[config.mk]
export PLATFORM = sky130hd
export DESIGN_NAME = word_round_ctrl_flat
export DESIGN_NICKNAME = d
export VERILOG_FILES = /design/src/rtl/word_pkg.sv /design/src/rtl/word_round_ctrl_if.sv /design/src/rtl/word_rom.sv /design/src/rtl/word_round_ctrl.sv /design/src/flat_wrapper.sv
export SDC_FILE = /design/constraint.sdc
export NUM_CORES = 1
export LEC_CHECK = 0
export BUFFER_PORTS_ARGS = -buffer_cell sky130_fd_sc_hd__buf_2
export CORE_MARGIN = 3
export CORE_UTILIZATION = 40
export DETAILED_ROUTE_END_ITERATION = 8
export HOLD_SLACK_MARGIN = 0.12
export PLACE_DENSITY_LB_ADDON = 0.12
export SYNTH_ARGS = -nofsm -noshare
export SYNTH_HDL_FRONTEND = slang
export SYNTH_SLANG_ARGS = --single-unit
[constraint.sdc]
create_clock -name clk -period 5.1 [get_ports clk]
set_input_delay 0.255 -clock clk [delete_from_list [all_inputs] [get_ports clk]]
set_output_delay 0.255 -clock clk [all_outputs]
set_load 0.005 [all_outputs]
[src/rtl/word_pkg.sv]
// rtl/word_pkg.sv - shared types and word list for the round controller
package word_pkg;

    localparam int WORD_LEN  = 8;
    localparam int CHAR_W    = 8;
    localparam int NUM_WORDS = 8;

    typedef enum logic [2:0] {
        ST_IDLE,
        ST_LATCH,
        ST_LOAD,
        ST_PLAY,
        ST_DONE
    } state_t;

    localparam logic [3:0] WORD_LEN_TAB [NUM_WORDS] = '{
        4'd5, 4'd5, 4'd6, 4'd6, 4'd6, 4'd6, 4'd6, 4'd6
    };

    // Character 0 sits in the least significant byte; unused tail bytes are 0x00.
    localparam logic [WORD_LEN*CHAR_W-1:0] WORD_LIST [NUM_WORDS] = '{
        64'h0000_0045_4C50_5041,  // APPLE
        64'h0000_0045_5355_4F48,  // HOUSE
        64'h0000_5241_5449_5547,  // GUITAR
        64'h0000_5445_4B43_4F52,  // ROCKET
        64'h0000_5245_574F_4C46,  // FLOWER
        64'h0000_414E_414E_4142,  // BANANA
        64'h0000_454C_5453_4143,  // CASTLE
        64'h0000_4C49_434E_4550   // PENCIL
    };

endpackage

[src/rtl/word_round_ctrl_if.sv]
// rtl/word_round_ctrl_if.sv - game-side control inputs and display/state outputs
interface word_round_ctrl_if;
    import word_pkg::*;

    logic                       new_game;
    logic [2:0]                 word_index;
    logic                       guess_correct;
    logic [WORD_LEN*CHAR_W-1:0] word_chars;
    logic [3:0]                 word_len;
    logic [WORD_LEN-1:0]        hint_mask;
    logic [6:0]                 secs_left;
    logic                       round_active;
    logic                       round_over;
    logic                       win;

    modport master (
        output new_game, word_index, guess_correct,
        input  word_chars, word_len, hint_mask, secs_left, round_active, round_over, win
    );

    modport slave (
        input  new_game, word_index, guess_correct,
        output word_chars, word_len, hint_mask, secs_left, round_active, round_over, win
    );
endinterface

[src/rtl/word_rom.sv]
// rtl/word_rom.sv - word list ROM, address {word, char}, one-cycle read latency
module word_rom
    import word_pkg::*;
(
    input  logic              clk,
    input  logic [5:0]        addr,
    output logic [CHAR_W-1:0] data
);
    logic [WORD_LEN*CHAR_W-1:0] word;

    assign word = WORD_LIST[addr[5:3]];

    always_ff @(posedge clk) begin
        data <= word[addr[2:0]*CHAR_W +: CHAR_W];
    end
endmodule

[src/rtl/word_round_ctrl.sv]
// rtl/word_round_ctrl.sv - latches a word, loads it from ROM, runs the timed guessing round
module word_round_ctrl
    import word_pkg::*;
#(
    parameter int TICKS_PER_SEC = 100000000,
    parameter int ROUND_SECS    = 60,
    parameter int HINT_INTERVAL = 15
) (
    input  logic             clk,
    input  logic             rst,
    word_round_ctrl_if.slave bus
);
    localparam int PRESC_W = (TICKS_PER_SEC > 1) ? $clog2(TICKS_PER_SEC) : 1;
    localparam int HINT_W  = (HINT_INTERVAL > 1) ? $clog2(HINT_INTERVAL) : 1;

    state_t                     state, state_nxt;
    logic [2:0]                 idx_q;
    logic [3:0]                 cnt;
    logic [PRESC_W-1:0]         presc;
    logic [HINT_W-1:0]          hint_cnt;
    logic [3:0]                 reveal_cnt;
    logic [WORD_LEN*CHAR_W-1:0] chars_q;
    logic [3:0]                 len_q;
    logic [WORD_LEN-1:0]        mask_q;
    logic [6:0]                 secs_q;
    logic                       win_q;
    logic [CHAR_W-1:0]          rom_data;
    logic                       wrap, time_up, finish;
    logic [2:0]                 slot;
    logic [WORD_LEN-1:0]        full_mask;

    word_rom u_rom (
        .clk  (clk),
        .addr ({idx_q, cnt[2:0]}),
        .data (rom_data)
    );

    assign wrap      = (state == ST_PLAY) && (presc == PRESC_W'(TICKS_PER_SEC - 1));
    assign time_up   = wrap && (secs_q == 7'd1);
    assign finish    = (state == ST_PLAY) && (bus.guess_correct || time_up);
    // ROM data lags the address by one cycle, so it lands one slot behind cnt.
    assign slot      = cnt[2:0] - 3'd1;
    assign full_mask = WORD_LEN'((32'd1 << len_q) - 32'd1);

    always_comb begin
        state_nxt = state;
        if (bus.new_game) begin
            state_nxt = ST_LATCH;
        end else begin
            case (state)
                ST_IDLE:  state_nxt = ST_IDLE;
                ST_LATCH: state_nxt = ST_LOAD;
                ST_LOAD:  if (cnt == 4'(WORD_LEN)) state_nxt = ST_PLAY;
                ST_PLAY:  if (finish) state_nxt = ST_DONE;
                ST_DONE:  state_nxt = ST_DONE;
                default:  state_nxt = ST_IDLE;
            endcase
        end
    end

    always_ff @(posedge clk) begin
        if (rst) begin
            state      <= ST_IDLE;
            idx_q      <= '0;
            cnt        <= '0;
            presc      <= '0;
            hint_cnt   <= '0;
            reveal_cnt <= '0;
            chars_q    <= '0;
            len_q      <= '0;
            mask_q     <= '0;
            secs_q     <= '0;
            win_q      <= 1'b0;
        end else begin
            state <= state_nxt;
            if (bus.new_game) begin
                win_q <= 1'b0;
            end else begin
                case (state)
                    ST_LATCH: begin
                        idx_q   <= bus.word_index;
                        chars_q <= '0;
                        mask_q  <= '0;
                        len_q   <= WORD_LEN_TAB[bus.word_index];
                        cnt     <= '0;
                    end
                    ST_LOAD: begin
                        cnt <= cnt + 4'd1;
                        if (cnt != 4'd0) chars_q[slot*CHAR_W +: CHAR_W] <= rom_data;
                        if (cnt == 4'(WORD_LEN)) begin
                            secs_q     <= 7'(ROUND_SECS);
                            presc      <= '0;
                            hint_cnt   <= '0;
                            reveal_cnt <= '0;
                        end
                    end
                    ST_PLAY: begin
                        presc <= wrap ? '0 : presc + 1'b1;
                        if (wrap) begin
                            secs_q <= secs_q - 7'd1;
                            if (hint_cnt == HINT_W'(HINT_INTERVAL - 1)) begin
                                hint_cnt <= '0;
                                // Letters are revealed in order, so reveal_cnt is the lowest hidden index.
                                if (reveal_cnt < len_q - 4'd1) begin
                                    mask_q[reveal_cnt[2:0]] <= 1'b1;
                                    reveal_cnt              <= reveal_cnt + 4'd1;
                                end
                            end else begin
                                hint_cnt <= hint_cnt + 1'b1;
                            end
                        end
                        if (finish) begin
                            win_q  <= bus.guess_correct;
                            mask_q <= full_mask;
                        end
                    end
                    default: ;
                endcase
            end
        end
    end

    assign bus.word_chars   = chars_q;
    assign bus.word_len     = len_q;
    assign bus.hint_mask    = mask_q;
    assign bus.secs_left    = secs_q;
    assign bus.round_active = (state == ST_PLAY);
    assign bus.round_over   = (state == ST_DONE);
    assign bus.win          = win_q;
endmodule
[src/flat_wrapper.sv]
// flat-port wrapper written by rule: the top's interface ports become plain ports
module word_round_ctrl_flat import word_pkg::*;
#(
    parameter int TICKS_PER_SEC = 100000000,
    parameter int ROUND_SECS    = 60,
    parameter int HINT_INTERVAL = 15
)
  (clk, rst, bus_new_game, bus_word_index, bus_guess_correct, bus_word_chars, bus_word_len, bus_hint_mask, bus_secs_left, bus_round_active, bus_round_over, bus_win);
  word_round_ctrl_if bus_i ();
  input  logic clk;
  input  logic rst;
  input wire logic [$bits(bus_i.new_game)-1:0] bus_new_game;
  input wire logic [$bits(bus_i.word_index)-1:0] bus_word_index;
  input wire logic [$bits(bus_i.guess_correct)-1:0] bus_guess_correct;
  output wire logic [$bits(bus_i.word_chars)-1:0] bus_word_chars;
  output wire logic [$bits(bus_i.word_len)-1:0] bus_word_len;
  output wire logic [$bits(bus_i.hint_mask)-1:0] bus_hint_mask;
  output wire logic [$bits(bus_i.secs_left)-1:0] bus_secs_left;
  output wire logic [$bits(bus_i.round_active)-1:0] bus_round_active;
  output wire logic [$bits(bus_i.round_over)-1:0] bus_round_over;
  output wire logic [$bits(bus_i.win)-1:0] bus_win;
  assign bus_i.new_game = bus_new_game;
  assign bus_i.word_index = bus_word_index;
  assign bus_i.guess_correct = bus_guess_correct;
  assign bus_word_chars = bus_i.word_chars;
  assign bus_word_len = bus_i.word_len;
  assign bus_hint_mask = bus_i.hint_mask;
  assign bus_secs_left = bus_i.secs_left;
  assign bus_round_active = bus_i.round_active;
  assign bus_round_over = bus_i.round_over;
  assign bus_win = bus_i.win;
  word_round_ctrl #(.TICKS_PER_SEC(TICKS_PER_SEC), .ROUND_SECS(ROUND_SECS), .HINT_INTERVAL(HINT_INTERVAL)) u_core (.clk(clk), .rst(rst), .bus(bus_i));
endmodule
==> impl_metrics.py <==
metrics = {
    "finish": {
        "drive_gt1_share_pct": 15.8,
        "n_antenna_cell": 0,
        "nNetsFinal": 824,
        "syn2layout_area_growth_pct": 16.8,
        "utilization_pct": 48.3,
    },
    "synth": {
        "synth_most_common_cell": "dfxtp_1",
        "yosysTopAreaCell": "dfxtp_1",
        "ys_types": 67,
        "ys_warn_count": 0,
        "synth.top_cell.area_share_pct": 39.0,
        "ys_seq_elements": 118,
        "synthesis.instances": 737,
        "synthFlopType": "dfxtp_1",
        "synth_area_leaders": "dfxtp_1 (39%), nor2_1 (7.0%), a22oi_1 (5.6%)",
        "synth_edf_count": 0,
        "syn_avg_cell_area_um2": 8.21,
        "yosysSeqAreaShare_pct": 39.0,
        "synthArstFlopShare_pct": 0,
        "synth_area_um2": 6050,
        "netlist_top_cells_count": "dfxtp_1 (118), nor2_1 (113), nand2_1 (57)",
    },
    "global_routing": {
        "grt_max_degree": 87,
        "grt_pass1_wl_um": 24700,
        "grt.total_usage_pct": 18.5,
        "grt_overflow": 0,
        "antenna_found_initial": 0,
        "grt_pass1_vias": 4911,
    },
    "setup_path": {
        "worstPathArrival_ps": 3970,
        "r2r-start": "u_core.cnt[0]$_SDFFE_PP0P_",
        "cp_max_fo": 29,
        "setup.worst_path.class": "flip-flop to flip-flop",
        "cp.required_ps": 5450,
        "max_stage_delay_ps": 930,
        "cp_slowest_cell": "dfxtp_1",
        "path_buf_inv": 1,
        "reg2regPathDepth": 7,
        "r2r_setup_slack_ps": 1480,
        "critPathMostFrequentCell": "ha_1",
        "worstSetupEndpointType": "flip-flop",
        "r2r_end": "u_core.bus.word_chars[59]$_SDFFE_PP0P_",
        "cp_cell_sequence": "inv_1 -> ha_1 -> xnor2_1 -> ha_1 -> nor4bb_1 -> a22oi_1 -> nor2_1",
        "startpoint_type": "flip-flop",
        "critPathTopFamily": "flip-flops",
    },
    "clock_tree": {
        "clockRootBuffer": "clkbuf_16",
        "clockBufferDepth": 2,
        "post-cts-setup-buffer-count": 0,
        "cts_htree_levels": 4,
        "cts_tree": "yes",
        "clk_pin_slew_ps": 60,
        "cts_resized": 0,
        "clk_latency_ps": 420,
        "cts_buffers": 17,
        "clock-sinks": 118,
    },
    "routing": {
        "drt_iter0_markers": 376,
        "vias": 5361,
        "wl_per_cell_um": 15.2,
        "first_pass_iters": 5,
        "vias_per_cell": 5.43,
        "ant_nets": 0,
        "drc": 0,
        "drt-total-wl_um": 15100,
    },
    "placement": {
        "port_buffers": 75,
        "hpwl_um": 10500,
        "gp_congestion": 0.794,
    },
    "floorplanning": {
        "ioPinCount": 93,
        "start_util_pct": 41.3,
        "dieArea_um2": 16600,
        "fp.dieH_um": 129,
        "core_area_um2": 14600,
        "die_w_um": 129,
        "rows": 44,
    },
    "timing": {
        "tightest_slew_ps": 996,
        "finalHoldViolations": 0,
        "max_freq_mhz": 276,
        "grt_setup_unrepaired": "no",
        "timing.clock.skew_ps": 6.08,
        "slew_headroom_pct": 33.6,
        "drv_slew": 0,
        "post-route-min-period_ps": 3620,
        "setup_tns_ps": 0,
        "fin_crit_sh_pct": 70.9,
        "finalSetupViolCount": 0,
    },
    "power_and_ir_drop": {
        "power_uw": 2270,
        "ir_worst_vdd_mv": 0.213,
        "power.density_nw_per_um2": 321,
        "p_leak_uw": 0.00275,
    },
    "min_path": {
        "holdCritStartpoint": "bus_new_game",
        "whs_path_depth": 2,
        "holdCritPathClass": "input port to flip-flop",
        "hold_path_end": "u_core.bus.win$_SDFFE_PP0P_",
    },
    "flow_run": {
        "cap_violations": 0,
    },
    "run_status": {
        "status": "completed",
    },
}
[placed cells by master, fill, tap and decap left out, types with 4 or more instances in the layout]
cell type    n
nor4_1       5
inv_1       25
nand3_1     24
clkbuf_16   17
clkinv_2     4
and3_1       6
a31oi_1      7
a21oi_1     41
a22oi_1     45
nor2b_1      6
nand2b_1     4
o211ai_1     5
mux2i_1      6
nand4_1     16
xnor2_1     23
buf_2       75
and4_1       5
o21ai_0     19
conb_1      17
dfxtp_1    118
ha_1        26
or3_1        5
a21o_1       4
nor2_1     113
nand2_1     57
nor3_1      33
xor2_1      17
[power by group]
group / switching, uW / internal, uW / total [uW]
Clock: 453 / 770 / 1220
Sequential: 19.0 / 930 / 948
Combinational: 66.2 / 35.3 / 102
Total: 538 / 1730 / 2270
[worst max-delay path by stage]
stage	from	to	slack [ps]	depth (start not counted)
4_1_cts	u_core.cnt[0]$_SDFFE_PP0P_	u_core.bus.word_chars[56]$_SDFFE_PP0P_	1490	7
6_report	u_core.cnt[0]$_SDFFE_PP0P_	u_core.bus.word_chars[59]$_SDFFE_PP0P_	1480	7
3_3_place_gp	u_core.cnt[0]$_SDFFE_PP0P_	u_core.bus.word_chars[56]$_SDFFE_PP0P_	1640	7
3_5_place_dp	u_core.cnt[0]$_SDFFE_PP0P_	u_core.bus.word_chars[56]$_SDFFE_PP0P_	1520	7
2_1_floorplan	u_core.cnt[0]$_SDFFE_PP0P_	u_core.bus.word_chars[56]$_SDFFE_PP0P_	2290	10
5_1_grt	u_core.cnt[0]$_SDFFE_PP0P_	u_core.bus.word_chars[62]$_SDFFE_PP0P_	1080	7
[registers in the layout, indices dropped and copies added, names as in the netlist]
register               cells
u_core.bus.word_chars     48
u_core.presc              27
u_core.u_rom.data          6
u_core.state               3
u_core.cnt                 4
u_core.bus.word_len        3
u_core.reveal_cnt          4
u_core.bus.secs_left       7
u_core.bus.hint_mask       8
u_core.hint_cnt            4
u_core.bus.win             1
u_core.idx_q               3
[per-stage QoR]
step	instance area, um2	cells	hold slack [ps]	setup slack, ps
after detailed placement	6440	953	446	1520
final	7070	988	207	1480
after CTS	7070	988	195	1490
after global routing	7070	988	228	1080
after global placement	6440	953	440	1640
after floorplan	6110	753	345	2290
[timing repair]
item	4_1_cts	5_1_grt
setup endpoints to repair	0	0
hold endpoints to repair	3	0
hold buffers	3	0
[routing by layer]
| metal | global-route usage (%) | share of wire [%] | vias to the layer above |
|---|---|---|---|
| li1 | - | - | 2687 |
| met1 | 26.0 | 49 | 2536 |
| met2 | 27.7 | 45 | 117 |
| met3 | 3.99 | 4.0 | 21 |
| met4 | 7.04 | 1.8 | 0 |
| met5 | 0 | 0 | - |
[logic make-up (layout without fill, tap and decap cells)]
kind of cell,after synthesis,after routing,synth area share (%)
buffers and inverters,87,138,6.49
muxes,8,8,1.55
adders and majority gates,26,26,5.38
AOI/OAI and AO/OA,158,158,17.6
DFF,118,118,39.0
and+or+nand+nor,299,299,24.1
other,1,17,0.0620
xor gates and xnor gates,40,40,5.79
[worst register-to-register path, delay by kind of cell (launching register included)]
family | cells | cell delay [ps]
and+or+nand+nor | 2 | 920
adders and majority gates | 2 | 780
DFF | 1 | 930
buffers and inverters | 1 | 460
xor gates and xnor gates | 1 | 270
AOI/OAI and AO/OA | 1 | 200
[layout make-up]
type / instances / area, um2
fillers: 1425 / 7570
multi-input cells: 548 / 3360
flip-flops and latches: 118 / 2360
clock buffers: 17 / 425
repair buffers: 80 / 420
well taps: 184 / 230
clock inverters: 15 / 178
inverters: 26 / 97.6
Power figures use the tool's default switching activity.
